`src/rtl/keypad_scanner.sv`:
```
// 4x4 keypad column scanner with debounce, key encoding and valid/ack output.
// Define KP_REPEAT_EN to enable auto-repeat of a held key.
module keypad_scanner #(
   parameter int DWELL        = 50000,
   parameter int DEBOUNCE     = 8,
   parameter int REPEAT_DELAY = 500,
   parameter int REPEAT_RATE  = 100
) (
   input  logic       clk,
   input  logic       reset,
   input  logic [3:0] kpr,
   output logic [3:0] kpc,
   output logic [3:0] key,
   output logic       key_valid,
   input  logic       key_ack,
   output logic       key_down,
   output logic       overrun
);

   typedef enum logic [1:0] {SCAN, CONFIRM, HELD} state_t;

   localparam int DW = (DWELL > 1) ? $clog2(DWELL) : 1;
   localparam int CW = $clog2(DEBOUNCE + 1);

   if (DWELL < 4 || DEBOUNCE < 2 || REPEAT_DELAY < 1 || REPEAT_RATE < 1)
   begin : g_bad_param
      $error("keypad_scanner: parameter out of range");
   end

   logic [3:0]    kpr_m;
   logic [3:0]    kpr_s;
   logic [DW-1:0] div;
   logic          tick;
   state_t        state;
   state_t        state_nxt;
   logic [1:0]    col;
   logic [1:0]    col_nxt;
   logic [3:0]    row;
   logic [3:0]    row_nxt;
   logic [CW-1:0] cnt;
   logic [CW-1:0] cnt_nxt;
   logic [CW-1:0] cnt_inc;
   logic          down_nxt;
   logic          emit;
   logic          one_cold;
   logic [3:0]    code;

`ifdef KP_REPEAT_EN
   localparam int RMAX = (REPEAT_DELAY > REPEAT_RATE) ? REPEAT_DELAY
                                                      : REPEAT_RATE;
   localparam int HW = $clog2(RMAX + 1);

   logic [HW-1:0] hold;
   logic [HW-1:0] hold_nxt;
   logic [HW-1:0] hold_inc;
   logic          armed;
   logic          armed_nxt;
`endif

   function automatic logic [3:0] key_code(input logic [3:0] r,
                                           input logic [1:0] c);
      logic [1:0] ri;
      logic [3:0] k;
      case (r)
         4'b0111: ri = 2'd0;
         4'b1011: ri = 2'd1;
         4'b1101: ri = 2'd2;
         default: ri = 2'd3;
      endcase
      case ({ri, c})
         4'd0:    k = 4'h1;
         4'd1:    k = 4'h2;
         4'd2:    k = 4'h3;
         4'd3:    k = 4'hA;
         4'd4:    k = 4'h4;
         4'd5:    k = 4'h5;
         4'd6:    k = 4'h6;
         4'd7:    k = 4'hB;
         4'd8:    k = 4'h7;
         4'd9:    k = 4'h8;
         4'd10:   k = 4'h9;
         4'd11:   k = 4'hC;
         4'd12:   k = 4'hE;
         4'd13:   k = 4'h0;
         4'd14:   k = 4'hF;
         default: k = 4'hD;
      endcase
      return k;
   endfunction

   always_ff @(posedge clk) begin
      if (reset) begin
         kpr_m <= 4'hF;
         kpr_s <= 4'hF;
      end else begin
         kpr_m <= kpr;
         kpr_s <= kpr_m;
      end
   end

   assign tick = (div == DW'(DWELL - 1));

   always_ff @(posedge clk) begin
      if (reset)     div <= '0;
      else if (tick) div <= '0;
      else           div <= div + DW'(1);
   end

   assign one_cold = (kpr_s == 4'b0111) || (kpr_s == 4'b1011) ||
                     (kpr_s == 4'b1101) || (kpr_s == 4'b1110);
   assign cnt_inc  = cnt + CW'(1);
   assign code     = key_code(row, col);
   assign kpc      = ~(4'b1000 >> col);

   always_comb begin
      state_nxt = state;
      col_nxt   = col;
      row_nxt   = row;
      cnt_nxt   = cnt;
      down_nxt  = key_down;
      emit      = 1'b0;
`ifdef KP_REPEAT_EN
      hold_nxt  = hold;
      armed_nxt = armed;
      hold_inc  = hold + HW'(1);
`endif
      if (tick) begin
         case (state)
            SCAN: begin
               if (one_cold) begin
                  row_nxt   = kpr_s;
                  cnt_nxt   = CW'(1);
                  state_nxt = CONFIRM;
               end else begin
                  col_nxt = col + 2'd1;
               end
            end
            CONFIRM: begin
               if (kpr_s == row) begin
                  cnt_nxt = cnt_inc;
                  if (cnt_inc == CW'(DEBOUNCE)) begin
                     emit      = 1'b1;
                     down_nxt  = 1'b1;
                     cnt_nxt   = '0;
                     state_nxt = HELD;
`ifdef KP_REPEAT_EN
                     hold_nxt  = '0;
                     armed_nxt = 1'b0;
`endif
                  end
               end else begin
                  state_nxt = SCAN;
               end
            end
            HELD: begin
               if (kpr_s == 4'hF) begin
                  cnt_nxt = cnt_inc;
                  if (cnt_inc == CW'(DEBOUNCE)) begin
                     cnt_nxt   = '0;
                     down_nxt  = 1'b0;
                     col_nxt   = col + 2'd1;
                     state_nxt = SCAN;
                  end
               end else begin
                  cnt_nxt = '0;
               end
`ifdef KP_REPEAT_EN
               // Repeat only while the key itself is still seen.
               if (kpr_s == row) begin
                  hold_nxt = hold_inc;
                  if (!armed && hold_inc == HW'(REPEAT_DELAY)) begin
                     emit      = 1'b1;
                     armed_nxt = 1'b1;
                     hold_nxt  = '0;
                  end else if (armed && hold_inc == HW'(REPEAT_RATE)) begin
                     emit     = 1'b1;
                     hold_nxt = '0;
                  end
               end
`endif
            end
            default: state_nxt = SCAN;
         endcase
      end
   end

   always_ff @(posedge clk) begin
      if (reset) begin
         state    <= SCAN;
         col      <= 2'd0;
         row      <= 4'hF;
         cnt      <= '0;
         key_down <= 1'b0;
      end else begin
         state    <= state_nxt;
         col      <= col_nxt;
         row      <= row_nxt;
         cnt      <= cnt_nxt;
         key_down <= down_nxt;
      end
   end

`ifdef KP_REPEAT_EN
   always_ff @(posedge clk) begin
      if (reset) begin
         hold  <= '0;
         armed <= 1'b0;
      end else begin
         hold  <= hold_nxt;
         armed <= armed_nxt;
      end
   end
`endif

   // An ack landing with an emit consumes the old key, so no overrun.
   always_ff @(posedge clk) begin
      if (reset) begin
         key       <= 4'h0;
         key_valid <= 1'b0;
         overrun   <= 1'b0;
      end else if (emit) begin
         key       <= code;
         key_valid <= 1'b1;
         if (key_valid && !key_ack) overrun <= 1'b1;
      end else if (key_valid && key_ack) begin
         key_valid <= 1'b0;
      end
   end

endmodule

```
`config.mk`:
```
export PLATFORM = sky130hd
export DESIGN_NAME = keypad_scanner
export DESIGN_NICKNAME = d
export VERILOG_FILES = /design/src/rtl/keypad_scanner.sv
export SDC_FILE = /design/constraint.sdc
export NUM_CORES = 1
export LEC_CHECK = 0
export BUFFER_PORTS_ARGS = -buffer_cell sky130_fd_sc_hd__clkbuf_2
export CORE_UTILIZATION = 35
export DETAILED_ROUTE_END_ITERATION = 7
export MAX_ROUTING_LAYER = met4
export PLACE_DENSITY = 0.64
export SETUP_SLACK_MARGIN = 0.1
export SLEW_MARGIN = 20
export SYNTH_ARGS = -nofsm -noshare
export SYNTH_HDL_FRONTEND = slang
export SYNTH_SLANG_ARGS = --single-unit
```
`constraint.sdc`:
```
create_clock -name clk -period 1.7 [get_ports clk]
set_input_delay 0.085 -clock clk [delete_from_list [all_inputs] [get_ports clk]]
set_output_delay 0.085 -clock clk [all_outputs]
set_load 0.02 [all_outputs]
```
==> metrics.cfg <==
[setup_path]
slowest_stage = dfxtp_2
cp_data_required_time_ns = 1.86
criticalPathCategory = register to register
crit_path_max_incr_delay_ns = 0.36
cp-end-kind = register
critPathTopFamily = simple AND/OR/NAND/NOR gates
startpoint_type = register
critPathBufInv = 1
path_cells = ha_4, and3_4, and4_4, buf_4, and3_1, o21ai_0, a22oi_1, nor2_1
path_max_fanout = 4
cp.arrival_ns = 1.88

[status]
status = complete, but fails checks
violations = setup timing

[synthesis]
syn_nets = 273
synth_top_flop_cell = dfxtp_1
netlist.area_leader.share_pct = 38.1
synthTopCellsByArea = dfxtp_1 (38%), ha_1 (7.2%), nor2_1 (6.8%), xor2_1 (4.7%), xnor2_1 (3.9%)
synth-seq-cells = 43
avgSynthCellArea_sq_um = 8.92
yosys_warnings = 0
seq_area_frac_synth_pct = 38.1
netlist_instances = 253
synth_edf_count = 0
synth_cell_types = 46
synth_top_area_cell = dfxtp_1
syn_area_sq_mm = 0.00226
async_reset_ff_share_pct = 0

[clock_network]
htreeDepth = 2
cts_tree = yes
clock-sinks = 43
cts_buffers = 5
root_buffer = clkbuf_8
ctsLongestPathBuffers = 2
clock_latency_ns = 0.29
clkTransAtPathRegs_ns = 0.08

[detailed_routing]
wirelength_mm = 4.47
drtIter0Drc = 58
drt.antenna.violating_nets = 0
avgViaCountPerCell = 4.87
drt_pass1_iterations = 4
drcViolationCount = 0
wl_per_cell_microns = 11.4
vias = 1912

[global_route]
grt_max_degree = 31
grt_pass1_wl_mm = 7.77
grt_pass1_vias = 1794
grt-ovfl-total = 0
globalRouteTotalUtil_pct = 15.3
antenna_found_initial = 0

[die]
dieArea_sq_mm = 0.00677
fp.dieW_microns = 82.3
die_y_microns = 82.3
initial_core_util_pct = 37.2
rows = 28
core_area_sq_mm = 0.00606
ios = 18

[place]
dp_worst_setup_slack_ns = -0.0983
io_buffers = 17
place_hpwl_mm = 3.22
gp_congestion = 0.816

[final_layout]
nFillCells = 573
num_antenna_cells = 0
drive_gt1_share_pct = 39.6
nNetsFinal = 337
syn_to_final_growth_pct = 37.0

[sta]
final.setup.worst_slack_ns = -0.0182
max_freq_mhz = 582
worst_slew_pin_slew_ns = 0.590
hold_viol_final = 0
period_minus_slack_ns = 1.72
maxSlewViolCount = 0
finalSetupViolations = 3
fin_crit_sh_pct = 101
rsz0062_at_grt = true
skew_ns = 0.00332
relSlewSlack_pct = 60.7
setup-tns-final_ns = -0.0374

[run]
cap_violations = 0

[min_path]
worstHoldPathType = input pin to register

[pwr]
p_per_area_mw_per_mm2 = 628
leakage_nw = 1.35
vdd_drop_max_mv = 0.588

==> flip-flops by register name, summed over array words and instances, names as in the netlist <==
signal,flops
div,16
cnt,4
key,4
kpr_m,4
kpr_s,4
row,4
col,2
state,2
key_down,1
key_valid,1
overrun,1
==> layer usage <==
layer | up-vias | part of all wire [%] | global-route usage, %
met5 | - | 0 | -
met4 | 0 | 1.5 | 5.44
met3 | 5 | 2.3 | 2.75
met2 | 18 | 48 | 24.5
met1 | 908 | 48 | 19.2
li1 | 981 | - | -
==> final timing paths <==
check        startpoint        end  slack (ns)  cells after the start
max              div[1]   state[1]       -0.02                      8
min             key_ack  key_valid        0.08                      4
max reg2reg      div[1]   state[1]       -0.02                      8
min reg2reg    kpr_m[3]   kpr_s[3]        0.41                      1
==> worst register-to-register path, delay by kind of cell (launching register included) <==
kind	cells	cell delay [ns]
flops	1	0.36
buf+inv	1	0.12
fa+ha+maj	1	0.13
simple gates	4	0.69
compound gates	2	0.30
==> final cells by class <==
cell class                      instances  area, sq um  share of cell area [%]
Sequential cell                        43          878                    28.4
Multi-Input combinational cell        179         1440                    46.6
Clock buffer                            5         68.8                    2.22
Tap cell                               75         93.8                    3.03
Inverter                               20         75.1                    2.43
Timing Repair Buffer                   68          493                    15.9
Clock inverter                          3         43.8                    1.42
==> cells by family (layout without fill, tap and decap cells) <==
logic type,after synthesis,in the layout,synth area share (%)
adders and majority gates,13,13,7.21
AOI/OAI and AO/OA,34,34,11.1
buffers and inverters,31,96,6.10
muxes,10,10,5.04
and+or+nand+nor,100,100,23.8
DFF,43,43,38.1
xor gates and xnor gates,22,22,8.54
==> power by group <==
group          switching [mW]  leakage [nW]  internal [mW]
clock network           0.361        0.0581          0.438
logic                  0.0543         0.945         0.0602
registers             0.00927         0.351           1.02
total                   0.424          1.35           1.52
==> Yosys cell counts, types with 3 or more instances <==
cell type   n
mux2i_1     8
nand3_1    10
or2_2      10
and3_1      8
nand4_1     3
o21ai_0     6
nor2_1     41
xnor2_1    10
inv_1      20
and2_1      3
xor2_1     12
nand2_1     7
buf_2       5
dfxtp_1    43
ha_1       13
clkbuf_1    4
nand2b_1    4
nor4bb_1    3
a21oi_1     7
a211o_1     4
==> through the flow <==
| step | util [%] | std cells | hold slack [ns] | total power [mW] | instance area, sq um |
|---|---|---|---|---|---|
| 2_1_floorplan | - | 253 | 0.189 | 1.12 | 2340 |
| 3_3_place_gp | 45.5 | 378 | 0.267 | 1.15 | 2760 |
| 3_5_place_dp | 45.5 | 378 | 0.269 | 1.15 | 2760 |
| 4_1_cts | 49.3 | 391 | 0.0802 | 1.97 | 2990 |
| 5_1_grt | 51.0 | 393 | 0.104 | 2.03 | 3090 |
| 6_report | 51.0 | 393 | 0.0833 | 1.94 | 3090 |
==> cells in the final DEF, fill, tap and decap left out, types with 4 or more instances in the layout <==
master / netlist / routed
buf_4: 0 / 43
nor2_1: 41 / 39
dfxtp_1: 43 / 33
inv_1: 20 / 20
clkbuf_2: 0 / 17
xor2_1: 12 / 10
nand3_1: 10 / 9
xnor2_1: 10 / 9
ha_1: 13 / 9
mux2i_1: 8 / 8
or2_2: 10 / 8
dfxtp_2: 0 / 8
nand2_1: 7 / 7
and3_1: 8 / 6
clkbuf_8: 0 / 5
a21oi_1: 7 / 4
a211o_1: 4 / 4
dlygate4sd3_1: 0 / 4
buf_6: 2 / 4
==> what timing repair did <==
action | CTS | global route
setup buffers | 1 | 2
endpoints found under the setup margin | 19 | 19
pin swaps | 8 | 10
gates resized for setup | 23 | 20
hold buffers | 4 | 0
endpoints found under the hold margin | 4 | 0
Power figures use the tool's default switching activity.
